### src/rtl/mult4_seq_pkg.sv
// Shared constants for the 4-bit sequential multiplier: operand width,
// iteration count and FSM state encodings.
package mult4_seq_pkg;

    localparam int MULT_WIDTH = 4;
    localparam int ITER_COUNT = 4;

    typedef enum logic [1:0] {
        IDLE = 2'd0,
        RUN  = 2'd1,
        DONE = 2'd2
    } state_t;

endpackage

### src/rtl/mult4_seq_addition4bit.sv
// 4-bit ripple-carry adder built from a chain of full-adder cells.
module Addition4bit (
    input  logic [3:0] a,
    input  logic [3:0] b,
    input  logic       cin,
    output logic [3:0] sum,
    output logic       cout
);

    logic [4:0] carry;

    assign carry[0] = cin;

    // Each bit is a full adder whose carry feeds the next stage.
    for (genvar i = 0; i < 4; i++) begin : g_fa
        assign sum[i]       = a[i] ^ b[i] ^ carry[i];
        assign carry[i + 1] = (a[i] & b[i]) | (carry[i] & (a[i] ^ b[i]));
    end

    assign cout = carry[4];

endmodule

### src/rtl/mult4_seq.sv
// Shift-and-add 4x4 unsigned multiplier: one partial product per RUN cycle,
// result registered into P with a one-cycle done pulse. WIDTH must stay 4.
module mult4_seq
    import mult4_seq_pkg::*;
#(
    parameter int WIDTH = MULT_WIDTH
) (
    input  logic                 clk,
    input  logic                 rst_n,
    input  logic                 start,
    input  logic [WIDTH-1:0]     A,
    input  logic [WIDTH-1:0]     B,
    output logic                 busy,
    output logic                 done,
    output logic [2*WIDTH-1:0]   P
);

    state_t           state;
    logic [WIDTH-1:0] mcand;
    logic [WIDTH-1:0] mplr;
    logic [WIDTH-1:0] acc_hi;
    logic [1:0]       cnt;
    logic [WIDTH-1:0] addend;
    logic [WIDTH-1:0] sum;
    logic             cout;

    assign addend = mplr[0] ? mcand : '0;

    Addition4bit u_add (
        .a    (acc_hi),
        .b    (addend),
        .cin  (1'b0),
        .sum  (sum),
        .cout (cout)
    );

    // The adder result and multiplier shift right together each RUN cycle,
    // so after the last iteration {acc_hi, mplr} is the full product.
    always_ff @(posedge clk or negedge rst_n) begin
        if (!rst_n) begin
            state  <= IDLE;
            busy   <= 1'b0;
            done   <= 1'b0;
            P      <= '0;
            mcand  <= '0;
            mplr   <= '0;
            acc_hi <= '0;
            cnt    <= '0;
        end else begin
            case (state)
                IDLE: begin
                    done <= 1'b0;
                    if (start) begin
                        mcand  <= A;
                        mplr   <= B;
                        acc_hi <= '0;
                        cnt    <= '0;
                        busy   <= 1'b1;
                        state  <= RUN;
                    end
                end
                RUN: begin
                    acc_hi <= {cout, sum[WIDTH-1:1]};
                    mplr   <= {sum[0], mplr[WIDTH-1:1]};
                    cnt    <= cnt + 2'd1;
                    if (cnt == 2'(ITER_COUNT - 1)) begin
                        P     <= {cout, sum, mplr[WIDTH-1:1]};
                        done  <= 1'b1;
                        state <= DONE;
                    end
                end
                DONE: begin
                    done  <= 1'b0;
                    busy  <= 1'b0;
                    state <= IDLE;
                end
                default: begin
                    done  <= 1'b0;
                    busy  <= 1'b0;
                    state <= IDLE;
                end
            endcase
        end
    end

endmodule

### config.mk
export PLATFORM = sky130hd
export DESIGN_NAME = mult4_seq
export DESIGN_NICKNAME = d
export VERILOG_FILES = /design/src/rtl/mult4_seq_pkg.sv /design/src/rtl/mult4_seq_addition4bit.sv /design/src/rtl/mult4_seq.sv
export SDC_FILE = /design/constraint.sdc
export NUM_CORES = 1
export LEC_CHECK = 0
export ABC_AREA = 1
export CAP_MARGIN = 10
export CELL_PAD_IN_SITES_DETAIL_PLACEMENT = 1
export CELL_PAD_IN_SITES_GLOBAL_PLACEMENT = 1
export CORE_MARGIN = 4
export CORE_UTILIZATION = 42
export CTS_CLUSTER_DIAMETER = 60
export DETAILED_ROUTE_END_ITERATION = 10
export GPL_ROUTABILITY_DRIVEN = 0
export PLACE_DENSITY = 0.91
export SYNTH_ARGS = -nofsm -noshare
export SYNTH_HDL_FRONTEND = slang
export SYNTH_SLANG_ARGS = --single-unit
### constraint.sdc
create_clock -name clk -period 5.6 [get_ports clk]
set_clock_uncertainty 0.15 [all_clocks]
set_input_delay 0.56 -clock clk [delete_from_list [all_inputs] [get_ports clk]]
set_output_delay 0.56 -clock clk [all_outputs]
set_load 0.005 [all_outputs]
==> qor.csv <==
stage,metric,value,unit
run_status,outcome,"finished, final reports clean",
drt,route.detailed.wl_per_inst,13.9,um
die,ios,21,
power,p_leak,0.757,nW
sta,fin_crit,2.39,ns
global_route,grt_pass1_vias,922,
synthesis,ys_top_cells_by_area,"dfrtp_1 (54%), nand2_1 (9.6%), nand3_1 (7.0%)",
place,place_inst,177,
sta,worst_slack,3.21,ns
global_route,grt_use_met2,0.244,
global_route,grt_max_degree,27,
sta,slew_headroom,0.778,
synthesis,synth_commonest_cells,"nand2_1 (31), dfrtp_1 (26), inv_1 (19)",
critical_path,worst_ep_required_time,5.69,ns
cts,clock_sinks,26,
critical_path,path_cells,nand2_1 > inv_1 > ha_1 > fa_1 > fa_1 > inv_1 > fa_1 > o21ai_0,
die,die_w,61.7,um
place,place_area,1430,um^2
die,start_util,0.439,
sta,max_freq,0.419,GHz
sta,holdWs,0.304,ns
cts,post_cts_resized,0,
run,maxCapViolCount,0,
layout,register_area,651,um^2
power,ir_worst_vdd,304,uV
sta,finalSetupTns,0,ns
cts,path_clk_slew,0.14,ns
sta,rsz0062_at_grt,no,
synthesis,synth_top_area_share,0.538,
critical_path,slowest_stage,dfrtp_1,
global_route,use_met3,0.0252,
synthesis,synth.avg_cell_area,9.45,um^2
synthesis,synth_top_area_cell,dfrtp_1,
synthesis,ys_ff_latch,26,
cts,clock_latency,0.33,ns
cts,htreeDepth,1,
synthesis,synth_warnings,0,
layout,final_area,1480,um^2
synthesis,syn_nets,144,
global_route,grt_usage,0.152,
die,dieArea,3800,um^2
critical_path,startpoint_type,register,
drt,dr_total_vias,906,
critical_path,cp_max_fo,5,
layout,fill_cells,327,
layout,diodes,0,
synthesis,synthArstFlopShare,1.00,
sta,worst_pin_slew,0.332,ns
cts,cts_tree,built,
global_route,busiest_layer,met2,
cts,hold_buffers,0,
drt,route.detailed.drc,0,
drt,firstDrtPassIters,4,
layout,multi_input_area,462,um^2
synthesis,ys_seq_area_frac,0.538,
cts,cts-buffers-inserted,3,
power,power,0.736,mW
global_route,grt.overflow.total,0,
global_route,grt_pass1_wl,4.22,mm
place,post-place-ws,3.19,ns
drt,ant_nets,0,
layout,fin_util,0.536,
synthesis,postSynthCellCount,128,
critical_path,cp_common_cell,fa_1,
drt,first_iter_violations,29,
cts,cts_buffer_depth,2,
die,die_height,61.7,um
power,powerDensity,498,nW/um^2
die,coreArea,2760,um^2
sta,slew_violations,0,
cts,cts-root-buf,clkbuf_4,
worst_hold_path,hp-class,input port to async pin,
drt,routed_wl,2.51,mm
synthesis,synth.most_common_cell,nand2_1,
critical_path,endpoint_kind,register,
critical_path,critPathMaxStageDelay,0.44,ns
die,num_rows,19,
sta,hold_viol_final,0,
cts,postCtsSetupRepairBufs,0,
critical_path,path_class,register to register,
synthesis,syn-cell-area,1210,um^2
layout,nets,168,
place,hpwlAfterDp,1.93,mm
layout,drive_gt1_frac,0.133,
global_route,use_met1,0.203,
global_route,antenna_found_initial,0,
synthesis,ys_types,17,
critical_path,crit_arrival,2.48,ns
drt,vias_per_cell,5.01,
layout,layoutNonFillerInstCount,181,
synthesis,synthFlopType,dfrtp_1,
sta,setup_viol,0,
synthesis,synth_edf_count,0,
layout,syn2layout_area_growth,22.1,%
place,portBuffers,20,
sta,fin_crit_sh,0.427,
==> placed cells by master (no fill, tap or decap), types with 2 or more instances in the layout <==
| cell type | n |
|---|---|
| nor2_1 | 3 |
| clkdlybuf4s50_1 | 20 |
| fa_1 | 3 |
| nand2_1 | 31 |
| o21ai_2 | 7 |
| dfrtp_1 | 26 |
| inv_1 | 19 |
| ha_1 | 2 |
| nand2_2 | 4 |
| nand3_1 | 17 |
| clkbuf_4 | 3 |
| o21ai_0 | 8 |
| inv_2 | 2 |
==> cell families (layout without fill, tap and decap cells) <==
kind of cell | Yosys count | count (layout) | synth area share
AOI/OAI and AO/OA | 16 | 16 | 0.0879
buffers and inverters | 23 | 45 | 0.0807
adders and majority gates | 5 | 5 | 0.0703
and+or+nand+nor | 58 | 58 | 0.223
DFF | 26 | 26 | 0.538
==> final cells by class <==
type,instances,share of cell area
Clock buffer,3,0.0152
Multi-Input combinational cell,79,0.312
Sequential cell,26,0.440
Timing Repair Buffer,21,0.152
Inverter,21,0.0533
Tap cell,31,0.0262
==> power by group <==
| group | total, mW | switching (mW) | internal, mW |
|---|---|---|---|
| Combinational | 0.337 | 0.193 | 0.144 |
| Sequential | 0.320 | 0.0549 | 0.265 |
| Clock | 0.0794 | 0.0542 | 0.0253 |
| Total | 0.736 | 0.302 | 0.434 |
==> registers in the layout (all words and copies together), names as in the netlist <==
register	flops
busy	1
mcand	4
mplr	4
done	1
P	8
acc_hi	4
state	2
cnt	2
==> metal layers <==
layer / routed length [um] / up-vias / share of wire
met1: 1140 / 440 / 0.45
met2: 1250 / 18 / 0.50
met4: 36 / 0 / 0.014
met3: 84 / 3 / 0.033
met5: 0 / - / 0
li1: - / 445 / -
==> critical path: cells and delay by family (launching register included) <==
kind	cells	cell delay, ns
compound gates	1	0.18
fa+ha+maj	4	1.35
buf+inv	2	0.11
flops	1	0.44
simple gates	1	0.08
==> final timing paths <==
kind / start / to / slack [ns] / depth (start not counted)
worst max-delay path: mplr[0] / acc_hi[2] / 3.21 / 8
worst min-delay path: rst_n / cnt[1] / 0.30 / 1
worst max register to register: mplr[0] / acc_hi[2] / 3.21 / 8
worst min register to register: cnt[0] / cnt[0] / 0.35 / 1
max in group asynchronous: rst_n / acc_hi[3] / 4.54 / 2
min in group clk: cnt[0] / cnt[0] / 0.35 / 1
Power figures use the tool's default switching activity.
